**src/rtl/efx_serdes_pkg.sv**
```systemverilog
// ---------------------------------------------------------------------------
// efx_serdes_pkg
// Shared types and helpers for the DDR output serializer.
//   ser_state_t : serializer control state (idle / running)
//   beats_of    : bit pairs per word (RATIO/2)
//   beat_width  : width of the beat counter
//   lane_base   : bit offset of a lane inside the flattened parallel word
//   bit_index   : which word bit is sent for a given beat and half-cycle
// ---------------------------------------------------------------------------
package efx_serdes_pkg;

    typedef enum logic {
        ST_IDLE = 1'b0,
        ST_RUN  = 1'b1
    } ser_state_t;

    function automatic int beats_of(input int ratio);
        return ratio / 2;
    endfunction

    function automatic int beat_width(input int ratio);
        return (ratio / 2 > 1) ? $clog2(ratio / 2) : 1;
    endfunction

    function automatic int lane_base(input int lane, input int ratio);
        return lane * ratio;
    endfunction

    // half = 0 is the high-phase (even) bit, half = 1 the low-phase (odd) bit.
    function automatic int bit_index(input int beat, input int half,
                                     input bit msb_first, input int ratio);
        int pos;
        pos = 2 * beat + half;
        return msb_first ? (ratio - 1 - pos) : pos;
    endfunction

endpackage

```
**src/rtl/efx_oserdes_ddr_if.sv**
```systemverilog
// ---------------------------------------------------------------------------
// efx_oserdes_ddr_if
// Parallel word handshake plus serial outputs and status of the serializer.
//   DATA_IN    : LANES*RATIO bits, lane l at [l*RATIO +: RATIO]
//   DATA_VALID : source has a word on DATA_IN
//   DATA_READY : serializer holding buffer is empty
//   Q          : DDR serial output per lane
//   BUSY       : serializer running
//   UNDERRUN   : one-cycle pulse when the stream ran dry after a word
// master = word source, slave = serializer.
// ---------------------------------------------------------------------------
interface efx_oserdes_ddr_if #(
    parameter int LANES = 4,
    parameter int RATIO = 8
);
    logic [LANES*RATIO-1:0] DATA_IN;
    logic                   DATA_VALID;
    logic                   DATA_READY;
    logic [LANES-1:0]       Q;
    logic                   BUSY;
    logic                   UNDERRUN;

    modport master (
        output DATA_IN,
        output DATA_VALID,
        input  DATA_READY,
        input  Q,
        input  BUSY,
        input  UNDERRUN
    );

    modport slave (
        input  DATA_IN,
        input  DATA_VALID,
        output DATA_READY,
        output Q,
        output BUSY,
        output UNDERRUN
    );
endinterface

```
**src/rtl/efx_oddr_lane.sv**
```systemverilog
// ---------------------------------------------------------------------------
// efx_oddr_lane
// Same-edge DDR output stage for one lane.
//   CLK : serial clock; rising edge captures d0/d1, Q muxes on CLK level
//   SR  : asynchronous active-high reset, all registers go to SR_VALUE
//   CE  : enable for the rising-edge registers
//   d0  : bit shown during the high phase following the edge
//   d1  : bit shown during the low phase following the edge
//   Q   : serial output
// ---------------------------------------------------------------------------
module efx_oddr_lane #(
    parameter bit SR_VALUE = 1'b0
) (
    input  logic CLK,
    input  logic SR,
    input  logic CE,
    input  logic d0,
    input  logic d1,
    output logic Q
);
    logic q0;
    logic q1_pre;
    logic q1;

    always_ff @(posedge CLK or posedge SR) begin
        if (SR) begin
            q0     <= SR_VALUE;
            q1_pre <= SR_VALUE;
        end else if (CE) begin
            q0     <= d0;
            q1_pre <= d1;
        end
    end

    // Retiming the odd bit onto the falling edge keeps the mux input stable
    // for the whole low phase; not gated by CE, so a frozen q1_pre just repeats.
    always_ff @(negedge CLK or posedge SR) begin
        if (SR) begin
            q1 <= SR_VALUE;
        end else begin
            q1 <= q1_pre;
        end
    end

    assign Q = CLK ? q0 : q1;

endmodule

```
**src/rtl/efx_oserdes_ddr.sv**
```systemverilog
// ---------------------------------------------------------------------------
// efx_oserdes_ddr
// Multi-lane DDR output serializer with a one-word holding buffer.
//   CLK : serial clock
//   SR  : asynchronous active-high reset
//   CE  : clock enable; when low every register holds
//   bus : slave side of efx_oserdes_ddr_if (word handshake, Q, BUSY, UNDERRUN)
// Each accepted word is sent two bits per CLK cycle per lane, even bit in the
// high phase, odd bit in the low phase. A word waiting in the holding buffer
// is loaded on the last beat of the current word so streaming is gapless.
//
// state   | meaning
// --------+-------------------------------------------------------------
// ST_IDLE | nothing on the lanes, Q = SR_VALUE
// ST_RUN  | a word is on the lanes, beat = index of the pair being shown
// ---------------------------------------------------------------------------
module efx_oserdes_ddr
    import efx_serdes_pkg::*;
#(
    parameter int LANES     = 4,
    parameter int RATIO     = 8,
    parameter bit MSB_FIRST = 1'b0,
    parameter bit SR_VALUE  = 1'b0
) (
    input  logic              CLK,
    input  logic              SR,
    input  logic              CE,
    efx_oserdes_ddr_if.slave  bus
);
    localparam int BEATS = beats_of(RATIO);
    localparam int BW    = beat_width(RATIO);
    localparam int WW    = LANES * RATIO;
    localparam int IW    = $clog2(WW);
    localparam logic [BW-1:0] LAST_BEAT = BW'(BEATS - 1);

    ser_state_t     state, state_nx;
    logic [BW-1:0]  beat, beat_nx;
    logic           hold_full, hold_full_nx;
    logic [WW-1:0]  hold_data, hold_data_nx;
    logic [WW-1:0]  shreg, shreg_nx;
    logic           underrun, underrun_nx;

    logic           accept;
    logic           load;
    logic           emit;
    logic [WW-1:0]  pair_word;
    logic [BW-1:0]  pair_idx;
    logic [LANES-1:0] q0_d;
    logic [LANES-1:0] q1_d;
    logic [LANES-1:0] q_lane;

    // Accept and load can never target the buffer together: accept needs it
    // empty, load needs it full.
    assign accept = CE && bus.DATA_VALID && !hold_full;
    assign load   = CE && hold_full && ((state == ST_IDLE) || (beat == LAST_BEAT));

    always_ff @(posedge CLK or posedge SR) begin
        if (SR) begin
            state     <= ST_IDLE;
            beat      <= '0;
            hold_full <= 1'b0;
            hold_data <= '0;
            shreg     <= '0;
            underrun  <= 1'b0;
        end else begin
            state     <= state_nx;
            beat      <= beat_nx;
            hold_full <= hold_full_nx;
            hold_data <= hold_data_nx;
            shreg     <= shreg_nx;
            underrun  <= underrun_nx;
        end
    end

    always_comb begin
        state_nx     = state;
        beat_nx      = beat;
        hold_full_nx = hold_full;
        hold_data_nx = hold_data;
        shreg_nx     = shreg;
        underrun_nx  = underrun;
        emit         = 1'b0;
        pair_word    = shreg;
        pair_idx     = beat;
        q0_d         = {LANES{SR_VALUE}};
        q1_d         = {LANES{SR_VALUE}};

        if (CE) begin
            underrun_nx = 1'b0;

            if (accept) begin
                hold_full_nx = 1'b1;
                hold_data_nx = bus.DATA_IN;
            end

            if (load) begin
                // First pair comes straight from the buffer, the rest from shreg.
                shreg_nx     = hold_data;
                hold_full_nx = 1'b0;
                beat_nx      = '0;
                state_nx     = ST_RUN;
                emit         = 1'b1;
                pair_word    = hold_data;
                pair_idx     = '0;
            end else if ((state == ST_RUN) && (beat != LAST_BEAT)) begin
                beat_nx  = beat + 1'b1;
                emit     = 1'b1;
                pair_idx = beat + 1'b1;
            end else if (state == ST_RUN) begin
                state_nx    = ST_IDLE;
                beat_nx     = '0;
                underrun_nx = 1'b1;
            end
        end

        if (emit) begin
            for (int l = 0; l < LANES; l++) begin
                q0_d[l] = pair_word[IW'(lane_base(l, RATIO)
                          + bit_index(int'(pair_idx), 0, MSB_FIRST, RATIO))];
                q1_d[l] = pair_word[IW'(lane_base(l, RATIO)
                          + bit_index(int'(pair_idx), 1, MSB_FIRST, RATIO))];
            end
        end
    end

    for (genvar l = 0; l < LANES; l++) begin : g_lane
        efx_oddr_lane #(
            .SR_VALUE (SR_VALUE)
        ) u_lane (
            .CLK (CLK),
            .SR  (SR),
            .CE  (CE),
            .d0  (q0_d[l]),
            .d1  (q1_d[l]),
            .Q   (q_lane[l])
        );
    end

    // Ready drops with SR directly so the source sees no window during reset.
    assign bus.DATA_READY = !hold_full && !SR;
    assign bus.Q          = q_lane;
    assign bus.BUSY       = (state == ST_RUN);
    assign bus.UNDERRUN   = underrun;

endmodule

```
**src/flat_wrapper.sv**
```systemverilog
// flat-port wrapper written by rule: the top's interface ports become plain ports
module efx_oserdes_ddr_flat import efx_serdes_pkg::*;
#(
    parameter int LANES     = 4,
    parameter int RATIO     = 8,
    parameter bit MSB_FIRST = 1'b0,
    parameter bit SR_VALUE  = 1'b0
)
  (CLK, SR, CE, bus_DATA_IN, bus_DATA_VALID, bus_DATA_READY, bus_Q, bus_BUSY, bus_UNDERRUN);
  efx_oserdes_ddr_if #(.LANES(LANES), .RATIO(RATIO)) bus_i ();
  input  logic CLK;
  input  logic SR;
  input  logic CE;
  input wire logic [$bits(bus_i.DATA_IN)-1:0] bus_DATA_IN;
  input wire logic [$bits(bus_i.DATA_VALID)-1:0] bus_DATA_VALID;
  output wire logic [$bits(bus_i.DATA_READY)-1:0] bus_DATA_READY;
  output wire logic [$bits(bus_i.Q)-1:0] bus_Q;
  output wire logic [$bits(bus_i.BUSY)-1:0] bus_BUSY;
  output wire logic [$bits(bus_i.UNDERRUN)-1:0] bus_UNDERRUN;
  assign bus_i.DATA_IN = bus_DATA_IN;
  assign bus_i.DATA_VALID = bus_DATA_VALID;
  assign bus_DATA_READY = bus_i.DATA_READY;
  assign bus_Q = bus_i.Q;
  assign bus_BUSY = bus_i.BUSY;
  assign bus_UNDERRUN = bus_i.UNDERRUN;
  efx_oserdes_ddr #(.LANES(LANES), .RATIO(RATIO), .MSB_FIRST(MSB_FIRST), .SR_VALUE(SR_VALUE)) u_core (.CLK(CLK), .SR(SR), .CE(CE), .bus(bus_i));
endmodule
```
**config.mk**
```make
export PLATFORM = sky130hd
export DESIGN_NAME = efx_oserdes_ddr_flat
export DESIGN_NICKNAME = d
export VERILOG_FILES = /design/src/rtl/efx_serdes_pkg.sv /design/src/rtl/efx_oserdes_ddr_if.sv /design/src/rtl/efx_oddr_lane.sv /design/src/rtl/efx_oserdes_ddr.sv /design/src/flat_wrapper.sv
export SDC_FILE = /design/constraint.sdc
export NUM_CORES = 1
export LEC_CHECK = 0
export CAP_MARGIN = 10
export CORE_ASPECT_RATIO = 0.5
export CORE_MARGIN = 8
export CORE_UTILIZATION = 40
export CTS_CLUSTER_SIZE = 12
export DETAILED_ROUTE_END_ITERATION = 8
export HOLD_SLACK_MARGIN = 0.03
export SYNTH_ARGS = -nofsm -noshare
export SYNTH_HDL_FRONTEND = slang
export SYNTH_HIERARCHICAL = 1
export SYNTH_SLANG_ARGS = --single-unit
```
**constraint.sdc**
```tcl
create_clock -name CLK -period 2.6 [get_ports CLK]
set_clock_uncertainty 0.05 [all_clocks]
set_input_delay 0.52 -clock CLK [delete_from_list [all_inputs] [get_ports CLK]]
set_output_delay 0.52 -clock CLK [all_outputs]
set_load 0.01 [all_outputs]
```
==> impl_metrics.env, run 1 <==
export IMPL_cts_tree="done"
export IMPL_worst_slew_margin_rel=0.663
export IMPL_final_common_cell="dfrtp_1"
export IMPL_finalSetupViolations=4
export IMPL_portion_of_synthesized_cell_area_occupied_by_the_leading_cell_type=0.544
export IMPL_core_region_area_sq_mm=0.00865
export IMPL_synth_async_sr_flop_share=1.00
export IMPL_endpoint_arrival_time_on_the_critical_path_ns=2.49
export IMPL_synth_cell_types=44
export IMPL_report_final_slew_viol_count=0
export IMPL_overflow=0
export IMPL_dp_final_hpwl_um=5500
export IMPL_nets=412
export IMPL_numPlacedInstances=474
export IMPL_setup_total_negative_slack_ns=-1.79
export IMPL_pin_count=43
export IMPL_antenna_cells=0
export IMPL_critPathSlowestCell="dfrtn_1"
export IMPL_die_height_um=82.5
export IMPL_drive_gt1_frac=0.269
export IMPL_clkSlewWorstSetupHoldPaths_ns=0.06
export IMPL_power_density_mw_per_mm2=1280
export IMPL_worstSetupEndpointType="output port"
export IMPL_firstDrtPassIters=4
export IMPL_post_route_drc_count=0
export IMPL_first_pass_grt_wire_length_um=12800
export IMPL_first_iter_violations=169
export IMPL_cap_violations=0
export IMPL_syn2layout_area_growth_pct=32.8
export IMPL_top_signal_layer_used="met4"
export IMPL_dieArea_sq_mm=0.0123
export IMPL_finalPower_uw=6010
export IMPL_pre_cts_ws_ns=-0.298
export IMPL_postSynthAreaPerCell_sq_um=11.4
export IMPL_row_count=24
export IMPL_yosysSeqAreaShare=0.573
export IMPL_post_synth_main_area_contributors="dfrtp_1, mux2_2, nand2_1, dfrtn_1, buf_2"
export IMPL_setup_slack_ns=-0.456
export IMPL_mappedNetlistArea_sq_mm=0.00354
export IMPL_route_detailed_wl_per_inst_um=15.8
export IMPL_reg2reg_setup_slack_ns=0.08
export IMPL_rsz0062_at_grt="true"
export IMPL_netlist_top_cell_by_area="dfrtp_1"
export IMPL_path_max_fanout=1
export IMPL_finalWeightedCongestion=0.842
export IMPL_grt_pass1_vias=2484
export IMPL_hold_viol_final=0
export IMPL_met1_length_um=3890
export IMPL_dominantRegCellSynth="dfrtp_1"
export IMPL_synth_seq_cells=81
export IMPL_antenna_violating_nets_post_route=0
export IMPL_synth_edf_count=0
export IMPL_critical_path_max_stage_delay_ns=0.33
export IMPL_start_kind="flop"
export IMPL_avgViaCountPerCell=4.97
export IMPL_routed_wl_met2_um=3200
export IMPL_worst_path_class_setup="reg -> out"
export IMPL_globalRouteTotalUtil=0.141
export IMPL_power_leakage_uw=0.00226
export IMPL_die_width_um=149
export IMPL_worstPathBufferInverterCount=1
export IMPL_worstSkewPairLatency_ns=0.45
export IMPL_floorplan_initialDensity=0.409
export IMPL_vias=2464
export IMPL_layout_cells_most_common_list="dfrtp_1, nand2_1, mux2_2"
export IMPL_synthesis_nets=348
export IMPL_number_of_antenna_violations_at_the_first_check_in_global_routing=0
export IMPL_worst_ir_drop_vdd_mv=0.624
export IMPL_grt_start_max_net_pins=70
export IMPL_violations="negative setup slack"
export IMPL_cp_top_family="flip-flops"
export IMPL_routed_wirelength_um=7820
export IMPL_status="finished with violations"
export IMPL_timing_critical_path_cells="mux2_4 -> buf_6"
export IMPL_worstPathRequired_ns=2.03
export IMPL_synthCells=310
export IMPL_min_delay_path_class="in -> async"
export IMPL_placement_io_buffers=42
export IMPL_finalNonFillerCells=496
export IMPL_wl_met3_um=606
export IMPL_least_margin_pin_slew_ns=0.502
export IMPL_synthesis_yosys_warnings=6
stage by stage:
step                      area [sq um]   util  hold slack [ns]
after floorplan                   3540      -            0.224
after global placement            4210  0.487            0.401
after detailed placement          4210  0.487            0.403
after CTS                         4670  0.539            0.360
after global routing              4700  0.544            0.393
final                             4700  0.544            0.353
power breakdown:
group	switching (uW)	total [uW]	leakage [uW]	internal, uW
Clock	617	1920	0.000269	1300
Sequential	311	2140	0.00100	1830
Combinational	973	1950	0.000987	978
Total	1900	6010	0.00226	4110
logic make-up (layout without fill, tap and decap cells):
logic type / count (synthesis) / count (layout) / synth area share
multiplexers: 50 / 50 / 0.158
AND/OR/NAND/NOR: 111 / 111 / 0.144
adder cells (fa/ha/maj): 2 / 2 / 0.00707
buffers and inverters: 25 / 94 / 0.0339
flip-flops: 81 / 81 / 0.573
AO/OA/AOI/OAI: 41 / 41 / 0.0841
Yosys cell counts (5+ instances only):
library cell   n
and3_1         9
mux2_2        44
a21o_1         6
a211oi_1       7
dfrtp_1       77
nand2_1       76
o21ai_0        8
inv_1         10
mux2i_1        5
buf_2         12
layout make-up:
type | count | area, sq um
fillers | 740 | 3950
flip-flops and latches | 81 | 2030
multi-input cells | 204 | 1430
repair buffers | 59 | 576
clock buffers | 19 | 398
well taps | 117 | 146
clock inverters | 5 | 85.1
inverters | 11 | 43.8
path summary, 6_finish.rpt:
kind                                               to                  startpoint  cells past startpoint
setup / recovery                             bus_Q[2]  u_core/g_lane[2].u_lane/q1                      2
hold / removal             u_core/g_lane[2].u_lane/q0                          SR                      2
hold reg to reg                      u_core/shreg[31]        u_core/hold_data[31]                      2
min in group CLK                     u_core/shreg[31]        u_core/hold_data[31]                      2
setup reg to reg           u_core/g_lane[0].u_lane/q0              u_core/beat[1]                     10
max in group asynchronous  u_core/g_lane[1].u_lane/q1                          SR                      2
layer usage:
| layer | vias to the layer above | track usage |
|---|---|---|
| li1 | 1201 | - |
| met1 | 1185 | 0.187 |
| met2 | 68 | 0.184 |
| met3 | 10 | 0.0685 |
| met4 | 0 | 0.0799 |
| met5 | - | 0 |
sequential cells by signal, indices dropped and copies added (netlist names):
register / cells
u_core/bus.UNDERRUN: 1
u_core/shreg: 32
u_core/beat: 2
u_core/g_lane.u_lane/q0: 4
u_core/g_lane.u_lane/q1: 4
u_core/g_lane.u_lane/q1_pre: 4
u_core/bus.BUSY: 1
u_core/hold_full: 1
u_core/hold_data: 32
repair_timing:
item,CTS,global route
hold buffers,0,0
pin swaps,0,3
endpoints found under the hold margin,0,0
setup endpoints to repair,4,12
resized for setup,24,4
setup buffers,0,2
Power figures use the tool's default switching activity.
==> run 2, diff against run 1 <==
--- a/config.mk
+++ b/config.mk
@@ -12,6 +12,7 @@
 export CTS_CLUSTER_SIZE = 12
 export DETAILED_ROUTE_END_ITERATION = 8
 export HOLD_SLACK_MARGIN = 0.03
+export RECOVER_POWER = 25
 export SYNTH_ARGS = -nofsm -noshare
 export SYNTH_HDL_FRONTEND = slang
 export SYNTH_HIERARCHICAL = 1
==> run 2 against run 1 <==
The run still ends with negative setup slack left. Die area unchanged. Count of clock-buffer cells in the layout unchanged. Via count increased by 0.61%. Combinational power about the same. Sequential power hardly changed. Critical endpoint unchanged. First-iteration DRC count fell by 6.5%. Routed wire length about the same.
==> impl_metrics.env, run 2 (same netlist as run 1, synthesis figures left out) <==
export IMPL_status="finished with violations"
export IMPL_violations="negative setup slack"
export IMPL_path_max_fanout=1
export IMPL_worst_path_class_setup="reg -> out"
export IMPL_worst_slew_margin_rel=0.00809
export IMPL_avgViaCountPerCell=5.00
export IMPL_first_iter_violations=158
export IMPL_cts_tree="done"
export IMPL_worstPathBufferInverterCount=1
export IMPL_timing_critical_path_cells="mux2_4 -> buf_6"
export IMPL_overflow=0
export IMPL_critPathSlowestCell="dfrtn_1"
export IMPL_post_route_drc_count=0
export IMPL_grt_start_max_net_pins=70
export IMPL_hold_viol_final=0
export IMPL_reg_top3="u_core/hold_data (32), u_core/shreg (32)"
export IMPL_antenna_violating_nets_post_route=0
export IMPL_worstPathRequired_ns=2.03
export IMPL_nets=412
export IMPL_number_of_antenna_violations_at_the_first_check_in_global_routing=0
export IMPL_fillerInstances=742
export IMPL_antenna_cells=0
export IMPL_least_margin_pin_slew_ns=1.49
export IMPL_dp_final_hpwl_um=5500
export IMPL_power_density_mw_per_mm2=1280
export IMPL_critical_path_max_stage_delay_ns=0.33
export IMPL_grt_pass1_vias=2484
export IMPL_placement_io_buffers=42
export IMPL_final_seq_area_sq_mm=0.00203
export IMPL_pin_count=43
export IMPL_endpoint_arrival_time_on_the_critical_path_ns=2.49
export IMPL_die_width_um=149
export IMPL_finalWeightedCongestion=0.842
export IMPL_report_final_slew_viol_count=0
export IMPL_first_pass_grt_wire_length_um=12800
export IMPL_row_count=24
export IMPL_dieArea_sq_mm=0.0123
export IMPL_die_height_um=82.5
export IMPL_setup_slack_ns=-0.456
export IMPL_routed_wirelength_um=7820
export IMPL_start_kind="flop"
export IMPL_numPlacedInstances=474
export IMPL_multi_input_area_sq_mm=0.00143
export IMPL_worst_ir_drop_vdd_mv=0.625
export IMPL_rsz0062_at_grt="true"
export IMPL_floorplan_initialDensity=0.409
export IMPL_firstDrtPassIters=4
export IMPL_globalRouteTotalUtil=0.141
export IMPL_layout_cells_most_common_list="dfrtp_1, nand2_1, mux2_2"
export IMPL_finalNonFillerCells=496
export IMPL_final_common_cell="dfrtp_1"
export IMPL_finalSetupViolations=4
export IMPL_core_region_area_sq_mm=0.00865
export IMPL_power_leakage_uw=0.00225
export IMPL_vias=2479
export IMPL_min_delay_path_class="reg -> reg"
export IMPL_worstSetupEndpointType="output port"
export IMPL_syn2layout_area_growth_pct=32.4
export IMPL_finalPower_uw=6010
export IMPL_drive_gt1_frac=0.266
export IMPL_cap_violations=0
export IMPL_worstSkewPairLatency_ns=0.45
export IMPL_clkSlewWorstSetupHoldPaths_ns=0.06
export IMPL_route_detailed_wl_per_inst_um=15.8
export IMPL_cp_top_family="flip-flops"
[run 2: cell count changes in the layout (fill, tap and decap cells not counted)]
cell	delta
buf_12	-1
buf_2	+1
clkdlybuf4s50_1	-1
clkinv_1	+1
dlygate4sd3_1	+1
inv_2	-1
[run 2: per-stage QoR]
step | util | cell area [sq um] | setup TNS, ns | hold slack, ns | worst slack [ns]
4_1_cts | 0.539 | 4670 | -1.86 | 0.360 | -0.475
6_report | 0.542 | 4690 | -1.79 | 0.415 | -0.456
2_1_floorplan | - | 3540 | 0 | 0.224 | 0.111
3_5_place_dp | 0.487 | 4210 | -1.30 | 0.403 | -0.298
5_1_grt | 0.542 | 4690 | -1.93 | 0.442 | -0.498
3_3_place_gp | 0.487 | 4210 | -1.26 | 0.401 | -0.283
[run 2: final timing paths]
path / start / end / slack, ns / cells past startpoint
max: u_core/g_lane[2].u_lane/q1 / bus_Q[2] / -0.46 / 2
min: u_core/hold_data[31] / u_core/shreg[31] / 0.41 / 2
max reg2reg: u_core/beat[1] / u_core/g_lane[0].u_lane/q0 / 0.08 / 10
min reg2reg: u_core/hold_data[31] / u_core/shreg[31] / 0.41 / 2
max in group asynchronous: SR / u_core/hold_data[10] / 0.50 / 3
min in group asynchronous: SR / u_core/g_lane[2].u_lane/q0 / 0.45 / 2
[run 2: layout make-up]
class | count | area share
Tap cell | 117 | 0.0312
Clock buffer | 19 | 0.0849
Sequential cell | 81 | 0.433
Clock inverter | 5 | 0.0182
Multi-Input combinational cell | 204 | 0.304
Inverter | 11 | 0.00935
Timing Repair Buffer | 59 | 0.120
[run 2: timing repair]
item,CTS,global route
setup endpoints to repair,4,12
gates cloned,0,0
hold buffers,0,0
resized for setup,24,4
setup buffers,0,2
pin swaps,0,3
[run 2: metal layers]
metal,GRT usage,routed length [um],up-vias
met5,0,0,-
met4,0.0799,119,0
met3,0.0685,626,10
met2,0.184,3220,70
met1,0.187,3860,1199
li1,-,-,1200
[run 2: worst min-delay path, stage by stage (launching register included)]
cell and delay (ns):
dfrtp_1 0.34, nand2_1 0.05, nand2_1 0.05
[run 2: where the power goes]
| part | switching, uW | internal [uW] |
|---|---|---|
| registers | 311 | 1830 |
| logic | 973 | 975 |
| clock network | 618 | 1300 |
| total | 1900 | 4100 |
==> run 3, diff against run 2 <==
--- a/config.mk
+++ b/config.mk
@@ -12,6 +12,7 @@
 export CTS_CLUSTER_SIZE = 12
 export DETAILED_ROUTE_END_ITERATION = 8
 export HOLD_SLACK_MARGIN = 0.03
+export MAX_ROUTING_LAYER = met4
 export RECOVER_POWER = 25
 export SYNTH_ARGS = -nofsm -noshare
 export SYNTH_HDL_FRONTEND = slang
==> run 3 against run 2 <==
The run ends with max-slew violations, negative setup slack left. First-iteration DRC count is 5.7% higher. Routed wire length is 0.81% higher. Flip-flop and latch count unchanged. Final cell count stayed put. Register-to-register slack better by 0.06 ns. Worst hold slack barely moved. Die area unchanged. Via count rose by 0.28%. Sequential share of layout area is 0.069 points lower. Core utilization is 0.087 points higher. Highest routed layer unchanged.
==> impl_metrics.env, run 3 (same netlist as run 1, synthesis figures left out) <==
export IMPL_reg2reg_setup_slack_ns=0.14
export IMPL_die_height_um=82.5
export IMPL_power_density_mw_per_mm2=1280
export IMPL_start_kind="flop"
export IMPL_post_route_drc_count=0
export IMPL_firstDrtPassIters=4
export IMPL_numPlacedInstances=474
export IMPL_antenna_violating_nets_post_route=0
export IMPL_worst_r2r_startpoint="u_core/beat[1]"
export IMPL_antenna_cells=0
export IMPL_hold_slack_ns=0.415
export IMPL_dp_final_hpwl_um=5500
export IMPL_power_leakage_uw=0.00226
export IMPL_layout_cells_most_common_list="dfrtp_1, nand2_1, mux2_2"
export IMPL_worst_slew_margin_rel=-0.000985
export IMPL_crit_start="u_core/g_lane[2].u_lane/q1"
export IMPL_number_of_antenna_violations_at_the_first_check_in_global_routing=0
export IMPL_final_common_cell="dfrtp_1"
export IMPL_worstSkewPairLatency_ns=0.45
export IMPL_drive_gt1_frac=0.269
export IMPL_rsz0062_at_grt="true"
export IMPL_worst_reg2reg_endpoint="u_core/g_lane[0].u_lane/q0"
export IMPL_grt_start_max_net_pins=70
export IMPL_hold_viol_final=0
export IMPL_status="finished with violations"
export IMPL_pre_cts_ws_ns=-0.298
export IMPL_min_delay_path_class="reg -> reg"
export IMPL_setup_slack_ns=-0.456
export IMPL_least_margin_pin_slew_ns=1.50
export IMPL_syn2layout_area_growth_pct=32.6
export IMPL_globalRouteTotalUtil=0.145
export IMPL_placement_io_buffers=42
export IMPL_report_final_slew_viol_count=34
export IMPL_route_detailed_wl_per_inst_um=15.9
export IMPL_row_count=24
export IMPL_cap_violations=0
export IMPL_clkSlewWorstSetupHoldPaths_ns=0.06
export IMPL_violations="max-slew violations, negative setup slack"
export IMPL_finalWeightedCongestion=0.855
export IMPL_vias=2486
export IMPL_core_region_area_sq_mm=0.00865
export IMPL_finalSetupViolations=4
export IMPL_finalNonFillerCells=496
export IMPL_reg_top3="u_core/hold_data (32), u_core/shreg (32)"
export IMPL_path_max_fanout=1
export IMPL_worst_ir_drop_vdd_mv=0.624
export IMPL_endpoint_arrival_time_on_the_critical_path_ns=2.49
export IMPL_avgViaCountPerCell=5.01
export IMPL_die_width_um=149
export IMPL_overflow=0
export IMPL_cts_hold_fix_buffers=0
export IMPL_routed_wirelength_um=7880
export IMPL_first_pass_grt_wire_length_um=12700
export IMPL_first_iter_violations=167
export IMPL_pin_count=43
export IMPL_nets=412
export IMPL_final_seq_area_sq_mm=0.00203
export IMPL_worstSetupEndpointType="output port"
export IMPL_worst_r2r_cell_count=10
export IMPL_multi_input_area_sq_mm=0.00143
export IMPL_critical_path_endpoint="bus_Q[2]"
export IMPL_worst_path_class_setup="reg -> out"
export IMPL_grt_pass1_vias=2481
export IMPL_worstPathRequired_ns=2.03
export IMPL_dieArea_sq_mm=0.0123
export IMPL_fillerInstances=740
export IMPL_cts_tree="done"
export IMPL_floorplan_initialDensity=0.409
run 3: cell counts in the layout (fill, tap and decap cells not counted):
Identical to the previous run, type by type.
run 3: through the flow:
stage	setup TNS (ns)	utilization	power, uW	cell area [sq um]
6_report	-1.79	0.543	6030	4690
5_1_grt	-1.92	0.543	6390	4690
4_1_cts	-1.86	0.539	5990	4670
3_5_place_dp	-1.30	0.487	4180	4210
3_3_place_gp	-1.26	0.487	4090	4210
2_1_floorplan	0	-	3420	3540
run 3: how the worst min path moves through the flow:
| stage | cells after the start | startpoint | end |
|---|---|---|---|
| floorplan | 1 | SR | u_core/g_lane[0].u_lane/q0 |
| global placement | 2 | u_core/hold_data[7] | u_core/shreg[7] |
| detailed placement | 2 | u_core/hold_data[6] | u_core/shreg[6] |
| CTS | 2 | SR | u_core/g_lane[3].u_lane/q1_pre |
| global route | 2 | u_core/shreg[8] | u_core/shreg[8] |
| finish | 2 | u_core/hold_data[31] | u_core/shreg[31] |
run 3: cell type report:
cell class / instances / share of cell area
Sequential cell: 81 / 0.432
Multi-Input combinational cell: 204 / 0.305
Timing Repair Buffer: 59 / 0.119
Clock buffer: 19 / 0.0848
Tap cell: 117 / 0.0312
Clock inverter: 5 / 0.0181
Inverter: 11 / 0.00933
run 3: critical path: stages (launching register included):
cell     delay (ns)
dfrtn_1        0.33
mux2_4         0.27
buf_6          0.12
run 3: power by group:
group / internal [uW] / switching (uW)
Clock: 1300 / 617
Sequential: 1830 / 311
Combinational: 990 / 983
run 3: what timing repair did:
action	CTS	global route
resized for setup	24	5
pin swaps	0	3
setup buffers	0	2
setup endpoints to repair	4	12
run 3: per-layer routing:
layer / GRT usage / up-vias / wire, um / share of wire
li1: - / 1206 / - / -
met2: 0.185 / 68 / 3290 / 0.42
met1: 0.191 / 1201 / 4020 / 0.51
met3: 0.0566 / 11 / 453 / 0.057
met5: - / - / 0 / 0
met4: 0.0849 / 0 / 113 / 0.014
